$ cat config.mk
export PLATFORM = sky130hd
export DESIGN_NAME = alu_unit_flat
export DESIGN_NICKNAME = d
export VERILOG_FILES = /design/src/rtl/alu_if.sv /design/src/rtl/alu_unit.sv /design/src/flat_wrapper.sv
export SDC_FILE = /design/constraint.sdc
export NUM_CORES = 1
export LEC_CHECK = 0
export ABC_AREA = 1
export BUFFER_PORTS_ARGS = -buffer_cell sky130_fd_sc_hd__buf_2
export CAP_MARGIN = 10
export CORE_ASPECT_RATIO = 1.75
export CORE_UTILIZATION = 30
export DETAILED_ROUTE_END_ITERATION = 8
export SLEW_MARGIN = 0
export SYNTH_ARGS = -nofsm -noshare
export SYNTH_HDL_FRONTEND = slang
export SYNTH_SLANG_ARGS = --single-unit
$ cat constraint.sdc
create_clock -name i_clock -period 2.8 [get_ports i_clock]
set_clock_uncertainty 0.1 [all_clocks]
set_input_delay 0.28 -clock i_clock [delete_from_list [all_inputs] [get_ports i_clock]]
set_output_delay 0.28 -clock i_clock [all_outputs]
set_load 0.005 [all_outputs]
$ cat src/rtl/alu_if.sv
// Operand/result bundle between the control sequencer and the ALU execution stage.
// The master side issues ops; the slave side (ALU) returns result, flags and handshake.
interface alu_if #(
  parameter int unsigned DATA_BUS_WIDTH = 8
);
  logic                      start;
  logic [3:0]                op;
  logic [DATA_BUS_WIDTH-1:0] operand_a;
  logic [DATA_BUS_WIDTH-1:0] operand_b;
  logic [DATA_BUS_WIDTH-1:0] result;
  logic [3:0]                flags;
  logic                      busy;
  logic                      done;

  modport master (
    output start, op, operand_a, operand_b,
    input  result, flags, busy, done
  );

  modport slave (
    input  start, op, operand_a, operand_b,
    output result, flags, busy, done
  );
endinterface

$ cat src/rtl/alu_unit.sv
// Execution stage: single-cycle ALU ops plus an iterative shift-add multiply.
// All state updates on the falling clock edge to line up with the register file.
module alu_unit #(
  parameter int unsigned DATA_BUS_WIDTH = 8
) (
  input  logic  i_clock,
  input  logic  i_reset,
  alu_if.slave  bus
);

  localparam int unsigned W    = DATA_BUS_WIDTH;
  localparam int unsigned CntW = (W > 2) ? $clog2(W) : 1;
  localparam logic [CntW-1:0] CntLast = CntW'(W - 1);

  localparam logic [3:0] OpAdd   = 4'd0;
  localparam logic [3:0] OpSub   = 4'd1;
  localparam logic [3:0] OpAnd   = 4'd2;
  localparam logic [3:0] OpOr    = 4'd3;
  localparam logic [3:0] OpXor   = 4'd4;
  localparam logic [3:0] OpNot   = 4'd5;
  localparam logic [3:0] OpShl   = 4'd6;
  localparam logic [3:0] OpShr   = 4'd7;
  localparam logic [3:0] OpPassB = 4'd8;
  localparam logic [3:0] OpMul   = 4'd9;

  typedef enum logic [0:0] {StIdle, StMulRun} state_e;

  state_e          r_state;
  logic [W-1:0]    r_result;
  logic [3:0]      r_flags;
  logic            r_busy;
  logic            r_done;
  logic [2*W-1:0]  r_a;
  logic [W-1:0]    r_b;
  logic [2*W-1:0]  r_acc;
  logic [CntW-1:0] r_cnt;

  state_e          w_state_next;
  logic [W-1:0]    w_result_next;
  logic [3:0]      w_flags_next;
  logic            w_busy_next;
  logic            w_done_next;
  logic [2*W-1:0]  w_a_next;
  logic [W-1:0]    w_b_next;
  logic [2*W-1:0]  w_acc_next;
  logic [CntW-1:0] w_cnt_next;

  logic [W:0]      w_sum;
  logic [W:0]      w_diff;
  logic [W-1:0]    w_res;
  logic            w_c;
  logic            w_v;
  logic            w_valid;
  logic [2*W-1:0]  w_acc_sum;
  logic [W-1:0]    w_mul_lo;
  logic            w_mul_hi_nz;

  // Single-cycle datapath; w_valid drops for reserved codes so they act as NOPs.
  always_comb begin
    w_sum   = {1'b0, bus.operand_a} + {1'b0, bus.operand_b};
    w_diff  = {1'b0, bus.operand_a} - {1'b0, bus.operand_b};
    w_res   = r_result;
    w_c     = 1'b0;
    w_v     = 1'b0;
    w_valid = 1'b1;
    case (bus.op)
      OpAdd: begin
        w_res = w_sum[W-1:0];
        w_c   = w_sum[W];
        w_v   = (bus.operand_a[W-1] == bus.operand_b[W-1]) &&
                (w_sum[W-1] != bus.operand_a[W-1]);
      end
      OpSub: begin
        w_res = w_diff[W-1:0];
        w_c   = w_diff[W];
        w_v   = (bus.operand_a[W-1] != bus.operand_b[W-1]) &&
                (w_diff[W-1] != bus.operand_a[W-1]);
      end
      OpAnd:   w_res = bus.operand_a & bus.operand_b;
      OpOr:    w_res = bus.operand_a | bus.operand_b;
      OpXor:   w_res = bus.operand_a ^ bus.operand_b;
      OpNot:   w_res = ~bus.operand_a;
      OpShl: begin
        w_res = {bus.operand_a[W-2:0], 1'b0};
        w_c   = bus.operand_a[W-1];
      end
      OpShr: begin
        w_res = {1'b0, bus.operand_a[W-1:1]};
        w_c   = bus.operand_a[0];
      end
      OpPassB: w_res = bus.operand_b;
      default: w_valid = 1'b0;
    endcase
  end

  // One shift-add step; on the last step this already holds the full 2W product.
  always_comb begin
    w_acc_sum   = r_acc + (r_b[0] ? r_a : '0);
    w_mul_lo    = w_acc_sum[W-1:0];
    w_mul_hi_nz = |w_acc_sum[2*W-1:W];
  end

  always_comb begin
    w_state_next  = r_state;
    w_result_next = r_result;
    w_flags_next  = r_flags;
    w_busy_next   = r_busy;
    w_done_next   = 1'b0;
    w_a_next      = r_a;
    w_b_next      = r_b;
    w_acc_next    = r_acc;
    w_cnt_next    = r_cnt;
    unique case (r_state)
      StIdle: begin
        if (bus.start) begin
          if (bus.op == OpMul) begin
            w_a_next     = {{W{1'b0}}, bus.operand_a};
            w_b_next     = bus.operand_b;
            w_acc_next   = '0;
            w_cnt_next   = '0;
            w_busy_next  = 1'b1;
            w_state_next = StMulRun;
          end else begin
            w_done_next = 1'b1;
            if (w_valid) begin
              w_result_next = w_res;
              w_flags_next  = {(w_res == '0), w_c, w_res[W-1], w_v};
            end
          end
        end
      end
      StMulRun: begin
        w_acc_next = w_acc_sum;
        w_a_next   = r_a << 1;
        w_b_next   = r_b >> 1;
        w_cnt_next = r_cnt + CntW'(1);
        if (r_cnt == CntLast) begin
          w_result_next = w_mul_lo;
          w_flags_next  = {(w_mul_lo == '0), w_mul_hi_nz, w_mul_lo[W-1], w_mul_hi_nz};
          w_busy_next   = 1'b0;
          w_done_next   = 1'b1;
          w_cnt_next    = '0;
          w_state_next  = StIdle;
        end
      end
      default: w_state_next = StIdle;
    endcase
  end

  always_ff @(negedge i_clock or posedge i_reset) begin
    if (i_reset) begin
      r_state  <= StIdle;
      r_result <= '0;
      r_flags  <= '0;
      r_busy   <= 1'b0;
      r_done   <= 1'b0;
      r_a      <= '0;
      r_b      <= '0;
      r_acc    <= '0;
      r_cnt    <= '0;
    end else begin
      r_state  <= w_state_next;
      r_result <= w_result_next;
      r_flags  <= w_flags_next;
      r_busy   <= w_busy_next;
      r_done   <= w_done_next;
      r_a      <= w_a_next;
      r_b      <= w_b_next;
      r_acc    <= w_acc_next;
      r_cnt    <= w_cnt_next;
    end
  end

  assign bus.result = r_result;
  assign bus.flags  = r_flags;
  assign bus.busy   = r_busy;
  assign bus.done   = r_done;

endmodule

$ cat src/flat_wrapper.sv
// flat-port wrapper written by rule: the top's interface ports become plain ports
module alu_unit_flat 
#(
  parameter int unsigned DATA_BUS_WIDTH = 8
)
  (i_clock, i_reset, bus_start, bus_op, bus_operand_a, bus_operand_b, bus_result, bus_flags, bus_busy, bus_done);
  alu_if #(.DATA_BUS_WIDTH(DATA_BUS_WIDTH)) bus_i ();
  input  logic i_clock;
  input  logic i_reset;
  input wire logic [$bits(bus_i.start)-1:0] bus_start;
  input wire logic [$bits(bus_i.op)-1:0] bus_op;
  input wire logic [$bits(bus_i.operand_a)-1:0] bus_operand_a;
  input wire logic [$bits(bus_i.operand_b)-1:0] bus_operand_b;
  output wire logic [$bits(bus_i.result)-1:0] bus_result;
  output wire logic [$bits(bus_i.flags)-1:0] bus_flags;
  output wire logic [$bits(bus_i.busy)-1:0] bus_busy;
  output wire logic [$bits(bus_i.done)-1:0] bus_done;
  assign bus_i.start = bus_start;
  assign bus_i.op = bus_op;
  assign bus_i.operand_a = bus_operand_a;
  assign bus_i.operand_b = bus_operand_b;
  assign bus_result = bus_i.result;
  assign bus_flags = bus_i.flags;
  assign bus_busy = bus_i.busy;
  assign bus_done = bus_i.done;
  alu_unit #(.DATA_BUS_WIDTH(DATA_BUS_WIDTH)) u_core (.i_clock(i_clock), .i_reset(i_reset), .bus(bus_i));
endmodule
==> impl_metrics.toml <==
[critical_path]
crit_top_cell = "nand2_1"
required_ps = 1490
worst_setup_path_end_kind = "register"
cp_data_arrival_time_ps = 1890
crit_buf_inv = 3
critPathKind = "primary input to register"
cp_cell_sequence = "buf_8 -> clkinv_4 -> ha_4 -> inv_4 -> fa_2 -> xnor2_2 -> nand2_1 -> o21ai_1 -> nor2_1 -> nand3_1 -> nand2_1 -> nand3_1 -> nor2_1 -> nand3_1 -> nand2_1 -> nand2_1 -> nand2_1"
critPathLaunchType = "primary input"
critPathSlowestCell = "fa_2"
max_stage_delay_ps = 390
critPathMaxFanout = 3
critPathTopFamily = "simple AND/OR/NAND/NOR gates"

[sta]
hold_viol = 0
slew_headroom = 0.7776
rsz0062_at_grt = "yes"
final.setup.worst_slack_ps = -403.8
worstMarginPinSlew_ps = 333.6
tns_ps = -2854
drv_slew = 0
setup_viol_count_final = 10

[layout]
n_antenna_cell = 0
multi_input_area_mm2 = 0.003341
layout-drive-gt1-share = 0.3208
fillCellCount = 1598
seq_area_mm2 = 0.001426
area_delta_synth_final_pct = 46.57
nets = 963

[place]
port_buffers = 36
place_hpwl_um = 13710
gp_congestion = 0.9623

[clock_tree]
root_buffer = "clkbuf_16"
h-tree-depth = 3
clock_latency_ps = 340
path_clk_slew_ps = 40
cts_tree = "yes"
hold_buffers = 0
cts_sinks = 57
clk_path_buf_depth = 2
cts_made_buffers = 9

[logic_synthesis]
syn_nets = 805
synth_cell_types = 33
ys_async_sr_fraction = 1.000
synth_seq_cells = 57
yosysWarnings = 0
synth_area_per_cell_um2 = 6.531
synth_cells = 738
synth-edff-count = 0
seq_area_frac_synth = 0.2960
yosys_most_used_dff = "dfrtn_1"
netlist_area_mm2 = 0.004820

[floorplan]
coreArea_mm2 = 0.01580
rows = 61
fp.dieW_um = 97.82
start_util = 0.3051
io_pins = 37
fp.dieH_um = 169.7
die-area_mm2 = 0.01660

[detailed_routing]
drtIter0Drc = 270
drt-total-wl_um = 17290
antenna_left = 0
vias = 5440
vias_per_cell = 4.991
wl_per_cell_um = 15.87
drc = 0
drt-pass1-iter-count = 5

[pwr]
vdd_drop_max_uv = 357.4
power_w = 0.006394
p_leak_nw = 3.733
p_per_area_mw_per_mm2 = 905.1

[global_route]
grt_pass1_vias = 5679
track_usage = 0.2183
antenna_found_initial = 0
grt_pass1_wl_um = 27830
grt_start_max_net_pins = 41
overflow = 0

[outcome]
status = "finished, violations left"
violations = "setup timing"

[job]
drv_cap = 0

[hold_path]
hp-class = "register to register"
[worst min-delay path: stages, from the launching register on]
cell     delay (ps)
dfrtn_1         410
nand2_1          60
nand2_1          50
[layout make-up]
class / count / share of cell area
clock buffers: 10 / 0.03383
clock inverters: 6 / 0.009387
inverters: 105 / 0.06022
multi-input cells: 556 / 0.4729
flip-flops and latches: 57 / 0.2019
well taps: 189 / 0.03348
repair buffers: 167 / 0.1883
[kinds of logic (layout without fill, tap and decap cells)]
kind of cell	after synthesis	after routing	synth area share
adder cells (fa/ha/maj)	44	44	0.1189
XOR/XNOR	12	12	0.02181
AO/OA/AOI/OAI	109	109	0.1285
flip-flops	57	57	0.2960
AND/OR/NAND/NOR	391	391	0.3354
buffers and inverters	125	288	0.09943
[synthesized netlist by cell type, types with 5 or more instances]
cell / n / area (um2)
a21oi_1: 31 / 155.2
a31oi_1: 5 / 31.28
buf_2: 5 / 25.02
clkbuf_1: 13 / 48.80
dfrtn_1: 57 / 1426
ha_1: 41 / 513.0
inv_1: 103 / 386.6
nand2_1: 212 / 795.8
nand3_1: 67 / 335.3
nand3b_1: 6 / 45.04
nand4_1: 5 / 31.28
nor2_1: 87 / 326.6
o21ai_0: 32 / 160.2
o22ai_1: 28 / 175.2
or2_2: 6 / 37.54
xor2_1: 9 / 78.83
[placed cells by master, fill, tap and decap left out, types with 15 or more instances in the layout]
cell	count
a21oi_1	24
buf_2	26
buf_4	120
dfrtn_1	57
ha_1	30
inv_1	80
inv_2	15
nand2_1	189
nand2_2	19
nand3_1	52
nor2_1	78
o21ai_0	26
o22ai_1	28
[through the flow]
| step | utilization | instance area (um2) | hold slack, ps | cells | setup slack [ps] |
|---|---|---|---|---|---|
| floorplan | - | 4940 | 308.3 | 738 | -427.1 |
| global placement | 0.3906 | 6171 | 323.6 | 1058 | -854.0 |
| detailed placement | 0.3906 | 6171 | 334.9 | 1058 | -841.8 |
| CTS | 0.4393 | 6940 | 334.8 | 1086 | -399.2 |
| global route | 0.4471 | 7064 | 355.3 | 1090 | -499.2 |
| finish | 0.4471 | 7064 | 330.4 | 1090 | -403.8 |
[layer usage]
layer / vias to the layer above / wire length (um) / global-route usage
met1: 2557 / 6068 / 0.2007
met4: 0 / 963 / 0.1357
li1: 2701 / - / -
met2: 124 / 9907 / 0.4487
met5: - / 0 / 0
met3: 58 / 355 / 0.01977
[what timing repair did]
item	in CTS	in global routing
buffers inserted	12	4
gates cloned	0	0
pin swaps	54	25
endpoints found under the setup margin	24	46
gates resized for setup	101	30
[report_power, final]
part | leakage [nW] | switching, W | total (W) | internal [W]
combinational | 2.91 | 0.00220 | 0.00373 | 0.00154
sequential | 0.682 | 0.000285 | 0.00155 | 0.00127
clock | 0.141 | 0.000396 | 0.00111 | 0.000713
total | 3.73 | 0.00288 | 0.00639 | 0.00352
[registers in the layout, summed over array words and instances (netlist names)]
register / cells
u_core.r_a: 16
u_core.r_state: 1
u_core.r_acc: 16
u_core.bus.result: 7
u_core.bus.busy: 1
u_core.r_cnt: 3
u_core.bus.flags: 4
u_core.r_b: 8
u_core.bus.done: 1
[worst paths after layout]
path                                   from                  end  slack [ps]  depth (start not counted)
max reg2reg                   u_core.r_b[0]  u_core.bus.flags[2]         120                         15
max in group asynchronous           i_reset      u_core.r_acc[5]        1010                          3
min in group asynchronous           i_reset      u_core.bus.done        1070                          2
max                        bus_operand_a[0]  u_core.bus.flags[3]        -400                         17
min reg2reg                 u_core.r_acc[0]      u_core.r_acc[0]         330                          2
min                         u_core.r_acc[0]      u_core.r_acc[0]         330                          2
(Power assumes the default switching activity.)
